[src/rtl/la_cellbist_pkg.sv]
// Shared types and constants for the la_cellbist family of 4-input cell BIST blocks.
// Vector index v = {c0,b0,a1,a0}; TT_*[v] is the expected cell output for that vector.
package la_cellbist_pkg;

    typedef enum logic [1:0] {
        IDLE   = 2'd0,
        DRIVE  = 2'd1,
        SAMPLE = 2'd2,
        DONE   = 2'd3
    } state_t;

    localparam logic [15:0] TT_AOI211 = 16'h0007;
    localparam logic [15:0] TT_OAI211 = 16'h1FFF;
    localparam logic [15:0] TT_AOI22  = 16'h0777;
    localparam logic [15:0] TT_OAI22  = 16'h111F;
    localparam logic [15:0] TT_NAND4  = 16'h7FFF;
    localparam logic [15:0] TT_NOR4   = 16'h0001;

    // x^16+x^15+x^13+x^4+1, implicit x^16 term
    localparam logic [15:0] MISR_POLY = 16'hA011;

endpackage

[src/rtl/la_misr16.sv]
// 16-bit serial-input signature register; clear seeds all-ones, shift_en folds din in.
module la_misr16
    import la_cellbist_pkg::*;
(
    input  logic        clk,
    input  logic        nreset,
    input  logic        clear,
    input  logic        shift_en,
    input  logic        din,
    output logic [15:0] sig
);

    logic [15:0] r_sig;
    logic [15:0] w_sig_next;

    assign w_sig_next = {r_sig[14:0], din} ^ (r_sig[15] ? MISR_POLY : 16'h0000);

    always_ff @(posedge clk) begin
        if (!nreset) begin
            r_sig <= 16'h0000;
        end else if (clear) begin
            r_sig <= 16'hFFFF;
        end else if (shift_en) begin
            r_sig <= w_sig_next;
        end
    end

    assign sig = r_sig;

endmodule

[src/rtl/la_cellbist4.sv]
// Exhaustive 16-vector BIST driver/checker for a 4-input cell under test.
// Optional MISR signature when LA_CELLBIST4_MISR_EN is defined; otherwise signature is 0.
module la_cellbist4
    import la_cellbist_pkg::*;
#(
    parameter              PROP   = "DEFAULT",
    parameter logic [15:0] TRUTH  = TT_AOI211,
    parameter int          SETTLE = 2
) (
    input  logic        clk,
    input  logic        nreset,
    input  logic        start,
    input  logic        z_dut,
    output logic        a0,
    output logic        a1,
    output logic        b0,
    output logic        c0,
    output logic        busy,
    output logic        done,
    output logic        pass,
    output logic [4:0]  fail_count,
    output logic [15:0] fail_vec,
    output logic [15:0] signature
);

    state_t      r_state;
    state_t      w_next;
    logic [3:0]  r_vec;
    logic [3:0]  r_cnt;
    logic [4:0]  r_fail_count;
    logic [15:0] r_fail_vec;
    logic        w_start_run;
    logic        w_settled;
    logic        w_mismatch;

    // start is only honoured when no run is active
    assign w_start_run = start && ((r_state == IDLE) || (r_state == DONE));
    assign w_settled   = (r_cnt == 4'(SETTLE - 1));
    assign w_mismatch  = (r_state == SAMPLE) && (z_dut != TRUTH[r_vec]);

    always_comb begin
        w_next = r_state;
        case (r_state)
            IDLE:    if (start) w_next = DRIVE;
            DRIVE:   if (w_settled) w_next = SAMPLE;
            SAMPLE:  w_next = (r_vec == 4'hF) ? DONE : DRIVE;
            DONE:    if (start) w_next = DRIVE;
            default: w_next = IDLE;
        endcase
    end

    always_ff @(posedge clk) begin
        if (!nreset) begin
            r_state <= IDLE;
        end else begin
            r_state <= w_next;
        end
    end

    always_ff @(posedge clk) begin
        if (!nreset) begin
            r_vec        <= 4'd0;
            r_cnt        <= 4'd0;
            r_fail_count <= 5'd0;
            r_fail_vec   <= 16'h0000;
        end else if (w_start_run) begin
            r_vec        <= 4'd0;
            r_cnt        <= 4'd0;
            r_fail_count <= 5'd0;
            r_fail_vec   <= 16'h0000;
        end else if (r_state == DRIVE) begin
            r_cnt <= r_cnt + 4'd1;
        end else if (r_state == SAMPLE) begin
            if (w_mismatch) begin
                r_fail_vec[r_vec] <= 1'b1;
                r_fail_count      <= r_fail_count + 5'd1;
            end
            // vec stays at 15 after the last vector so DONE keeps driving 4'hF
            if (r_vec != 4'hF) begin
                r_vec <= r_vec + 4'd1;
                r_cnt <= 4'd0;
            end
        end
    end

    assign {c0, b0, a1, a0} = r_vec;
    assign busy       = (r_state == DRIVE) || (r_state == SAMPLE);
    assign done       = (r_state == DONE);
    assign pass       = done && (r_fail_count == 5'd0);
    assign fail_count = r_fail_count;
    assign fail_vec   = r_fail_vec;

`ifdef LA_CELLBIST4_MISR_EN
    la_misr16 u_misr (
        .clk      (clk),
        .nreset   (nreset),
        .clear    (w_start_run),
        .shift_en (r_state == SAMPLE),
        .din      (z_dut),
        .sig      (signature)
    );
`else
    assign signature = 16'h0000;
`endif

endmodule

[config.mk]
export PLATFORM = sky130hd
export DESIGN_NAME = la_cellbist4
export DESIGN_NICKNAME = d
export VERILOG_FILES = /design/src/rtl/la_cellbist_pkg.sv /design/src/rtl/la_misr16.sv /design/src/rtl/la_cellbist4.sv
export SDC_FILE = /design/constraint.sdc
export NUM_CORES = 1
export LEC_CHECK = 0
export CAP_MARGIN = 10
export CORE_MARGIN = 4
export CORE_UTILIZATION = 25
export DETAILED_ROUTE_END_ITERATION = 16
export PLACE_DENSITY_LB_ADDON = 0.12
export SLEW_MARGIN = 20
export SYNTH_ARGS = -nofsm -noshare
export SYNTH_HDL_FRONTEND = slang
export SYNTH_HIERARCHICAL = 1
export SYNTH_SLANG_ARGS = --single-unit
[constraint.sdc]
create_clock -name clk -period 3.4 [get_ports clk]
set_input_delay 0.51 -clock clk [delete_from_list [all_inputs] [get_ports clk]]
set_output_delay 0.51 -clock clk [all_outputs]
set_load 0.03 [all_outputs]
Word level (Yosys, flattened, before mapping)
Memory sizes are Yosys's and may differ from the RTL's. A register that Yosys moved wholly into a read port is not among the register bits.
Index checks and enable logic that the tools add are counted.
W data, S select, Z words.
Word-level totals
  flip-flop bits (word level): 31
  bits in latches: 0
  RAM bits: 0
  bits in read-only memories: 16
  input port bits: 4
  output and inout port bits: 44
  word-level logic and storage cells: 51
  memories kept: 1
Cells by class
  add/subtract/negate cells: 3
  multiply operators: 0
  divide/modulo/power cells: 0
  magnitude comparators: 2
  eq/ne operators: 9
  shift-type cells: 0
  multiplexer cells: 12
  bitwise logic cells: 3
  reduce and logical (&&, ||, !) cells: 16
Memories
  (name not given): words 16, bits a word 1, read ports 1, clocked after Yosys merged registers in 1, wr ports 0, RTL line la_cellbist4.sv:39  | assign w_mismatch = (r_state == SAMPLE) && (z_dut != TRUTH[r_vec]);
Operators with widths (number)
  $mux W4: 5
  $or A16 B16 Y16: 1
  $add A4 B1 Y4 const B: 2
  $mux W2: 3
  $pmux W2 S3: 1
  $reduce_and A3 Y1: 2
  $add A5 B1 Y5 const B: 1
  $logic_not A5 Y1: 1
  $lt A4 B5 Y1 const B: 1
  $demux W1 S4: 1
  $eq A2 B2 Y1 const B: 2
  $eq A4 B1 Y1 const B: 1
  $eq A4 B4 Y1 const B: 1
  $ge A4 B1 Y1 const B: 1
  $logic_and A1 B1 Y1: 4
  $ne A4 B4 Y1 const B: 1
  $reduce_and A2 Y1: 2
  $reduce_bool A2 Y1: 2
  $reduce_or A2 Y1: 2
  $eq A2 B1 Y1 const B: 1
  $logic_not A2 Y1: 1
  $logic_or A1 B1 Y1: 2
  $mux W1: 2
  $ne A2 B1 Y1 const B: 1
  3 further kinds: 4

Depth between registers and ports, before layout
Gate-level depths: netlist of the first run.
  word-level depth: 5
  depth in mapped cells: 7
  gate-level depth less buffers: 5

Least setup slack after synthesis of the first run
No wires, ideal clock.
  kind: flip-flop to output port
  from: register r_state[0]
  to: output pass
  arrival: 1.703 ns
  data required time: 2.890 ns
  path slack: 1.187 ns
  cell stages (with the launch flop): 4
  path buffers: 0
  path through: dfxtp_1 ha_1 nand2_1 nor4_1
Between the ends
  cells in the longest elaborated chain, start to end: 2
Ends and longest elaborated chain
  start, declared: RTL line la_cellbist4.sv:26  | state_t r_state;
  start signal, assigned: RTL line la_cellbist4.sv:56  | r_state <= w_next;
  $eq A2 B2 Y1: RTL line la_cellbist4.sv:88  | assign done = (r_state == DONE);
  via done: RTL line la_cellbist4.sv:19  | output logic done,
  $logic_and A1 B1 Y1: RTL line la_cellbist4.sv:89  | assign pass = done && (r_fail_count == 5'd0);
  end, declared: RTL line la_cellbist4.sv:20  | output logic pass,
The timed path passes the listed nets, and every way through them passes these cells.

Worst setup path after layout of the first run
  from: register r_state[0]
  to: output busy
Between the ends
  cells in the longest elaborated chain, start to end: 2
Ends and longest elaborated chain
  $eq A2 B1 Y1 or $eq A2 B2 Y1 (tied branches): RTL line la_cellbist4.sv:87  | assign busy = (r_state == DRIVE) || (r_state == SAMPLE);
  $logic_or A1 B1 Y1 (*): RTL line la_cellbist4.sv:87
  end, declared: RTL line la_cellbist4.sv:18  | output logic busy,
Mark *: on every way between the ends. The rest lies on a longest branch, timed or not.

==> results of run 1 <==
[where the power goes]
part	internal [mW]	switching [mW]	total [mW]
registers	0.398	0.0281	0.426
logic	0.146	0.301	0.446
clock network	0.217	0.142	0.358
[metrics by stage]
stage	power, mW	instance area [um^2]	instances	hold slack (ns)	worst slack (ns)
floorplan	0.776	1760	208	0.480	1.19
global placement	0.890	2000	292	0.469	1.18
detailed placement	0.885	2000	292	0.461	1.15
CTS	1.26	2110	300	0.483	0.837
global route	1.32	2110	300	0.505	0.732
finish	1.23	2110	300	0.482	0.868
[kinds of logic after synthesis]
logic type | after synthesis | synth area share
simple gates | 62 | 0.190
fa+ha+maj | 13 | 0.0956
mux | 3 | 0.0176
other cells | 1 | 0.00220
xor+xnor | 2 | 0.0147
flops | 32 | 0.376
buf+inv | 37 | 0.127
compound gates | 43 | 0.176
[cell type report]
| cell class | count | area, um^2 | share of cell area |
|---|---|---|---|
| clock buffers | 5 | 68.8 | 0.0326 |
| clock inverters | 3 | 42.5 | 0.0201 |
| inverters | 12 | 45.0 | 0.0213 |
| multi-input cells | 139 | 901 | 0.427 |
| flip-flops and latches | 32 | 641 | 0.303 |
| well taps | 77 | 96.3 | 0.0456 |
| repair buffers | 32 | 318 | 0.150 |
[sequential cells by signal, indices dropped and copies added, names as in the netlist, named ones only]
signal / cells
r_cnt: 4
fail_count: 5
r_vec: 4
fail_vec: 16
r_state: 2
[worst reg2reg max path, delay by kind of cell, from the launching register on]
family | cells | cell delay, ns
buffers and inverters | 1 | 0.10
adder cells (fa/ha/maj) | 1 | 0.43
flip-flops | 1 | 0.39
AO/OA/AOI/OAI | 1 | 0.44
AND/OR/NAND/NOR | 2 | 0.64
[per-layer routing]
metal  vias to the layer above  part of all wire  track usage
met5                         -                 0            0
met4                         0             0.018       0.0383
met3                         5             0.061       0.0383
met2                        45              0.45        0.158
met1                       682              0.47        0.130
li1                        715                 -            -
[worst max path at each step]
stage / startpoint / endpoint / slack [ns] / cells past startpoint
after CTS: r_state[0] / busy / 0.84 / 4
after global routing: r_state[0] / busy / 0.73 / 4
after floorplan: r_state[0] / pass / 1.19 / 3
after global placement: r_state[0] / busy / 1.18 / 4
after detailed placement: r_state[0] / busy / 1.15 / 4
final: r_state[0] / busy / 0.87 / 4
[layout by cell type (no fill, tap or decap), drive strengths merged, types with 2 or more instances in the layout]
cell and instances:
a31oi 3, mux2i 3, dfxtp 32, nor2b 4, conb 16, o21ai 9, nor3 3, nand2b 6
a221oi 2, clkbuf 5, a21oi 8, or3 2, nor2 17, nand3 11, a41oi 15, inv 12
nand2 8, nor3b 2, ha 13, clkdlybuf4s50 31
==> flow_summary_export.csv, run 1 <==
group,metric,value,unit
run_status,outcome,"finished, final reports clean",
setup_path,worstPathArrival,2.02,ns
timing,finalHoldViolations,0,
placement,io_buffer_count,31,
logic_synthesis,synth_edf_count,0,
timing,drv_slew,0,
routing,avgViaCountPerCell,4.82,
routing,drc,0,
layout,drive_gt1_frac,0.0538,
setup_path,cp_max_fo,12,
setup_path,rr_startpoint,"r_state[0]",
cts,cts.clk_slew.worst_paths,0.07,ns
pwr,peakVddDrop,0.173,mV
hold_path,min-delay-start,"fail_vec[9]",
grt,grt_max_degree,28,
logic_synthesis,synthFlopType,"dfxtp_1",
routing,vias,1447,
cts,cts_buffer_depth,2,
setup_path,crit_chain,"inv_1 > ha_1 > inv_1 > clkdlybuf4s50_1",
logic_synthesis,async_reset_ff_frac,0,
routing,wl_per_cell,13.2,um
flow_run,drv_cap,0,
cts,cts_htree_levels,2,
cts,cts_resized,0,
logic_synthesis,synth_commonest_cells,"dfxtp_1 (32), nor2_1 (17), buf_4 (16)",
timing,skew,0.00846,ns
layout,nets,239,
layout,n_antenna_cell,0,
grt,antenna_found_initial,0,
placement,dp_hpwl,2.87,mm
setup_path,slowest_stage,"clkdlybuf4s50_1",
logic_synthesis,seq_area_frac_synth,0.376,
hold_path,min_path_type,"reg2reg",
routing,wl,3.97,mm
floorplanning,start_util,0.262,
floorplanning,ios,48,
cts,worstSkewPairLatency,0.28,ns
timing,rsz0062_at_grt,"false",
logic_synthesis,synthCells,193,
timing,setup_viol,0,
setup_path,start_kind,"flop",
logic_synthesis,yosysTopAreaCell,"dfxtp_1",
grt,track_usage,0.102,
setup_path,critPathMaxStageDelay,0.68,ns
logic_synthesis,syn_area,1700,um^2
routing,first_pass_iters,4,
timing,setup_tns,0,ns
timing,worst_pin_slew,0.890,ns
cts,cts_buffers,5,
floorplanning,row_count,29,
placement,place_congestion,0.725,
setup_path,rr_worst_depth,5,
routing,drtIter0Drc,56,
timing,period_share,0.745,
floorplanning,core_region_area,6490,um^2
grt,overflow,0,
cts,clock-sinks,32,
logic_synthesis,ys_ff_latch,32,
setup_path,crit_buf_inv,3,
grt,grt_pass1_vias,1376,
pwr,p_leak,0.763,nW
floorplanning,dieHeight,90.5,um
timing,fin_crit,2.53,ns
hold_path,hold_depth,2,
cts,cts_tree,"yes",
hold_path,min_to,"fail_vec[9]",
setup_path,critPathTopFamily,"buffers and inverters",
floorplanning,die_x,90.5,um
pwr,power_density,582,nW/um^2
setup_path,rrSetupSlack,1.30,ns
logic_synthesis,syn_area_per_cell,8.82,um^2
setup_path,worst_path_most_repeated_cell,"inv_1",
layout,final_util,0.325,
logic_synthesis,synth_top_area_frac,0.376,
layout,syn_to_final_growth,24.1,%
timing,relSlewSlack,0.405,
setup_path,crit_type,"reg2out",
cts,cts_root_buffer,"clkbuf_8",
logic_synthesis,yosysMostFrequentCell,"dfxtp_1",
routing,final_antenna_net_count,0,
setup_path,end_kind,"output port",
cts,cts_hold_buf,0,
logic_synthesis,ys_types,40,
layout,nFillCells,686,
logic_synthesis,synthTopCellsByArea,"dfxtp_1 (38%), ha_1 (9.6%), a41oi_1 (7.7%)",
timing,fmax,0.395,GHz
grt,grt_pass1_wl,6.91,mm
setup_path,required,2.89,ns
logic_synthesis,yosys_warnings,6,
cts,cts_setup_buffers,0,
floorplanning,dieArea,8190,um^2
No activity file was read; power rests on OpenSTA's default activity.
==> run 2: changes to the inputs <==
==> constraint.sdc (replaced) <==
create_clock -name clk -period 2.2 [get_ports clk]
set_input_delay 0.33 -clock clk [delete_from_list [all_inputs] [get_ports clk]]
set_output_delay 0.33 -clock clk [all_outputs]
set_load 0.03 [all_outputs]
==> flow_summary_export.csv, run 2 (same netlist as run 1, synthesis figures left out) <==
group,metric,value,unit
run_status,outcome,"finished, final reports clean",
timing,skew,0.00465,ns
setup_path,crit_chain,"clkdlybuf4s50_1",
hold_path,min-delay-start,"fail_vec[1]",
routing,final_antenna_net_count,0,
setup_path,regToRegEndpoint,"r_vec[3]",
timing,rsz0062_at_grt,"false",
timing,setup_viol,0,
cts,worstSkewPairLatency,0.28,ns
layout,final_cells,306,
flow_run,drv_cap,0,
floorplanning,dieHeight,90.5,um
setup_path,cp_max_fo,12,
cts,cts_buffers,5,
grt,grt_max_degree,20,
pwr,swShare,0.384,
routing,wl,4.02,mm
layout,design_area,2150,um^2
setup_path,crit_path_start,"r_vec[2]",
setup_path,critPathTopFamily,"buffers and inverters",
grt,track_usage,0.0997,
timing,hold-worst-slack,0.479,ns
layout,register_area,641,um^2
timing,fmax,0.524,GHz
setup_path,start_kind,"flop",
floorplanning,dieArea,8190,um^2
setup_path,worstPathArrival,1.58,ns
pwr,peakVddDrop,0.377,mV
pwr,p_leak,0.812,nW
timing,drv_slew,0,
layout,drive_gt1_frac,0.0742,
floorplanning,row_count,29,
cts,cts_root_buffer,"clkbuf_8",
pwr,comb_power_share,0.373,
timing,fin_crit,1.91,ns
layout,n_antenna_cell,0,
grt,antenna_found_initial,0,
setup_path,crit_type,"reg2out",
cts,cts_hold_buf,0,
routing,drtIter0Drc,64,
layout,layout_common_cells,"dfxtp_1 (32), clkdlybuf4s50_1 (29), nor2_1 (17)",
timing,period_share,0.868,
pwr,power.internal,1.20,mW
routing,wl_per_cell,13.1,um
placement,dp_hpwl,2.92,mm
setup_path,rr_worst_depth,7,
timing,finalHoldViolations,0,
pwr,clkPwrFrac,0.290,
grt,overflow,0,
routing,vias,1428,
pwr,power_density,903,nW/um^2
placement,dp_slack,0.317,ns
cts,cts_tree,"yes",
timing,final.setup.worst_slack,0.291,ns
cts,clock-sinks,32,
setup_path,rrSetupSlack,0.45,ns
floorplanning,ios,48,
setup_path,crit_buf_inv,1,
placement,dp.cells,298,
timing,setup_tns,0,ns
layout,final_common_cell,"dfxtp_1",
routing,avgViaCountPerCell,4.67,
setup_path,rr_startpoint,"r_state[0]",
routing,first_pass_iters,4,
placement,dpl_cell_area,2050,um^2
layout,nFillCells,700,
grt,grt_pass1_vias,1305,
pwr,pwr-share-seq,0.337,
cts,cts.clk_slew.worst_paths,0.07,ns
cts,cts_htree_levels,2,
layout,syn_to_final_growth,26.6,%
setup_path,required,1.87,ns
setup_path,end_kind,"output port",
routing,drc,0,
floorplanning,start_util,0.262,
floorplanning,core_region_area,6490,um^2
setup_path,slowest_stage,"clkdlybuf4s50_1",
floorplanning,die_x,90.5,um
pwr,total_power,1.95,mW
hold_path,min_path_type,"reg2reg",
hold_path,min_to,"fail_vec[1]",
placement,place_congestion,0.733,
grt,grt_pass1_wl,6.63,mm
layout,nets,245,
cts,cts_buffer_depth,2,
setup_path,critPathMaxStageDelay,0.75,ns
layout,multiInputGateArea,901,um^2
pwr,switchingPower,747,uW
layout,largest_reg_flops,16,
hold_path,hold_depth,2,
placement,io_buffer_count,31,
layout,final_util,0.332,
-- run 2: final cells by class --
type / instances / share of cell area
Clock buffer: 6 / 0.0337
Clock inverter: 2 / 0.0163
Inverter: 12 / 0.0209
Multi-Input combinational cell: 139 / 0.418
Sequential cell: 32 / 0.297
Tap cell: 77 / 0.0447
Timing Repair Buffer: 38 / 0.169
-- run 2: power by group through the flow --
stage	combinational [mW]	sequential (mW)	clock [mW]
2_1_floorplan	0.516	0.684	0
3_3_place_gp	0.752	0.670	0
3_5_place_dp	0.742	0.670	0
4_1_cts	0.733	0.657	0.587
5_1_grt	0.807	0.665	0.607
6_report	0.726	0.656	0.564
-- run 2: how the worst max path moves through the flow --
| stage | endpoint | slack [ns] | cells after the start |
|---|---|---|---|
| after floorplan | pass | 0.17 | 3 |
| after global placement | busy | 0.33 | 4 |
| after detailed placement | busy | 0.32 | 4 |
| after CTS | pass | 0.03 | 5 |
| after global routing | busy | 0.18 | 4 |
| final | b0 | 0.29 | 1 |
-- run 2: repair_timing --
action	CTS	global route
endpoints found under the hold margin	0	0
buffers inserted	0	0
gates resized for setup	1	1
endpoints found under the setup margin	1	1
-- run 2: routing by layer --
metal  up-vias  part of all wire  GRT usage  wire (um)
met5         -                 0          0          0
met4         0             0.017     0.0395         70
met3         5             0.059     0.0342        239
met2        44              0.43      0.147       1740
met1       657              0.49      0.133       1970
li1        722                 -          -          -
-- run 2: worst min-delay path, stage by stage, from the launching register on --
cell	delay, ns
dfxtp_1	0.33
a41oi_1	0.04
nor2_1	0.07
==> run 3: changes to the inputs <==
--- a/config.mk
+++ b/config.mk
@@ -10,6 +10,7 @@
 export CORE_UTILIZATION = 25
 export DETAILED_ROUTE_END_ITERATION = 16
 export PLACE_DENSITY_LB_ADDON = 0.12
+export RECOVER_POWER = 50
 export SLEW_MARGIN = 20
 export SYNTH_ARGS = -nofsm -noshare
 export SYNTH_HDL_FRONTEND = slang
==> flow_summary_export.csv, run 3 (same netlist as run 1, synthesis figures left out) <==
group,metric,value,unit
run_status,outcome,"finished, final reports clean",
timing,skew,0.00436,ns
routing,drtIter0Drc,59,
setup_path,cp_max_fo,12,
cts,cts_tree,"yes",
layout,layout_common_cells,"dfxtp_1 (32), dlygate4sd3_1 (20), nor2_1 (17)",
timing,fmax,0.524,GHz
setup_path,rr_worst_depth,7,
setup_path,end_kind,"output port",
layout,register_area,641,um^2
setup_path,rrSetupSlack,0.30,ns
setup_path,crit_path_start,"r_vec[2]",
setup_path,rr_startpoint,"r_state[0]",
timing,fin_crit,1.91,ns
timing,finalHoldViolations,0,
timing,setup_tns,0,ns
layout,nets,245,
floorplanning,ios,48,
setup_path,regToRegEndpoint,"fail_vec[5]",
setup_path,critPathMaxStageDelay,0.75,ns
routing,final_antenna_net_count,0,
timing,period_share,0.867,
cts,cts.clk_slew.worst_paths,0.07,ns
layout,nFillCells,701,
placement,io_buffer_count,31,
timing,drv_slew,0,
setup_path,cp-endpoint,"b0",
timing,rsz0062_at_grt,"false",
placement,dp_hpwl,2.92,mm
grt,grt_pass1_vias,1305,
timing,setup_viol,0,
routing,first_pass_iters,4,
grt,grt_max_degree,20,
setup_path,crit_chain,"clkdlybuf4s50_1",
cts,cts_buffers,5,
floorplanning,start_util,0.262,
layout,drive_gt1_frac,0.0699,
setup_path,required,1.87,ns
layout,multiInputGateArea,901,um^2
routing,wl_per_cell,13.1,um
cts,cts_setup_buffers,0,
layout,n_antenna_cell,0,
routing,wl,4.00,mm
routing,drc,0,
pwr,p_leak,0.879,nW
layout,syn_to_final_growth,26.2,%
floorplanning,row_count,29,
grt,grt_pass1_wl,6.63,mm
floorplanning,dieArea,8190,um^2
setup_path,crit_cells,1,
flow_run,drv_cap,0,
setup_path,crit_buf_inv,1,
layout,largest_reg_flops,16,
layout,final_common_cell,"dfxtp_1",
routing,avgViaCountPerCell,4.66,
setup_path,critPathTopFamily,"buffers and inverters",
pwr,power_density,894,nW/um^2
setup_path,crit_type,"reg2out",
placement,place_congestion,0.733,
setup_path,slowest_stage,"clkdlybuf4s50_1",
grt,antenna_found_initial,0,
cts,clock-sinks,32,
pwr,peakVddDrop,0.357,mV
grt,overflow,0,
routing,vias,1425,
floorplanning,die_x,90.5,um
grt,track_usage,0.0997,
setup_path,worstPathArrival,1.58,ns
cts,cts_htree_levels,2,
floorplanning,dieHeight,90.5,um
floorplanning,core_region_area,6490,um^2
cts,cts_buffer_depth,2,
setup_path,start_kind,"flop",
hold_path,min_path_type,"reg2reg",
pwr,total_power,1.92,mW
timing,hold-worst-slack,0.472,ns
cts,worstSkewPairLatency,0.28,ns
cts,cts_root_buffer,"clkbuf_8",
-- run 3: what timing repair did --
item	4_1_cts	5_1_grt
cloned	0	0
hold buffers	0	0
pin swaps	0	0
endpoints found under the setup margin	1	1
resized for setup	1	1
-- run 3: layout make-up --
| type | instances | area share |
|---|---|---|
| clock buffers | 6 | 0.0338 |
| repair buffers | 38 | 0.167 |
| clock inverters | 2 | 0.0163 |
| well taps | 77 | 0.0448 |
| inverters | 12 | 0.0210 |
| flip-flops and latches | 32 | 0.298 |
| multi-input cells | 139 | 0.419 |
-- run 3: worst min-delay path by stage --
stage                   endpoint          from  cells after the start
floorplan             r_state[0]        nreset                      2
global placement    fail_vec[15]  fail_vec[15]                      2
detailed placement  fail_vec[12]  fail_vec[12]                      2
CTS                 fail_vec[12]  fail_vec[12]                      2
global route        fail_vec[10]  fail_vec[10]                      2
finish               fail_vec[1]   fail_vec[1]                      2
-- run 3: report_power, final --
part | total [mW] | leakage, nW | internal, mW | switching, mW
Clock | 0.563 | 0.0552 | 0.336 | 0.226
Sequential | 0.656 | 0.258 | 0.615 | 0.0409
Combinational | 0.703 | 0.565 | 0.228 | 0.475
-- run 3: per-stage QoR --
stage               std cells  setup slack (ns)   util  cell area (um^2)
CTS                       306            0.0338  0.331              2150
global placement          298             0.331  0.315              2050
global route              306            0.0964  0.331              2150
detailed placement        298             0.317  0.315              2050
floorplan                 208             0.167      -              1760
finish                    306             0.292  0.331              2150
-- run 3: layer usage --
metal / up-vias / wire, um / part of all wire / GRT usage
met2: 41 / 1750 / 0.44 / 0.147
met5: - / 0 / 0 / 0
li1: 721 / - / - / -
met3: 5 / 228 / 0.057 / 0.0342
met1: 658 / 1950 / 0.49 / 0.133
met4: 0 / 70 / 0.018 / 0.0395
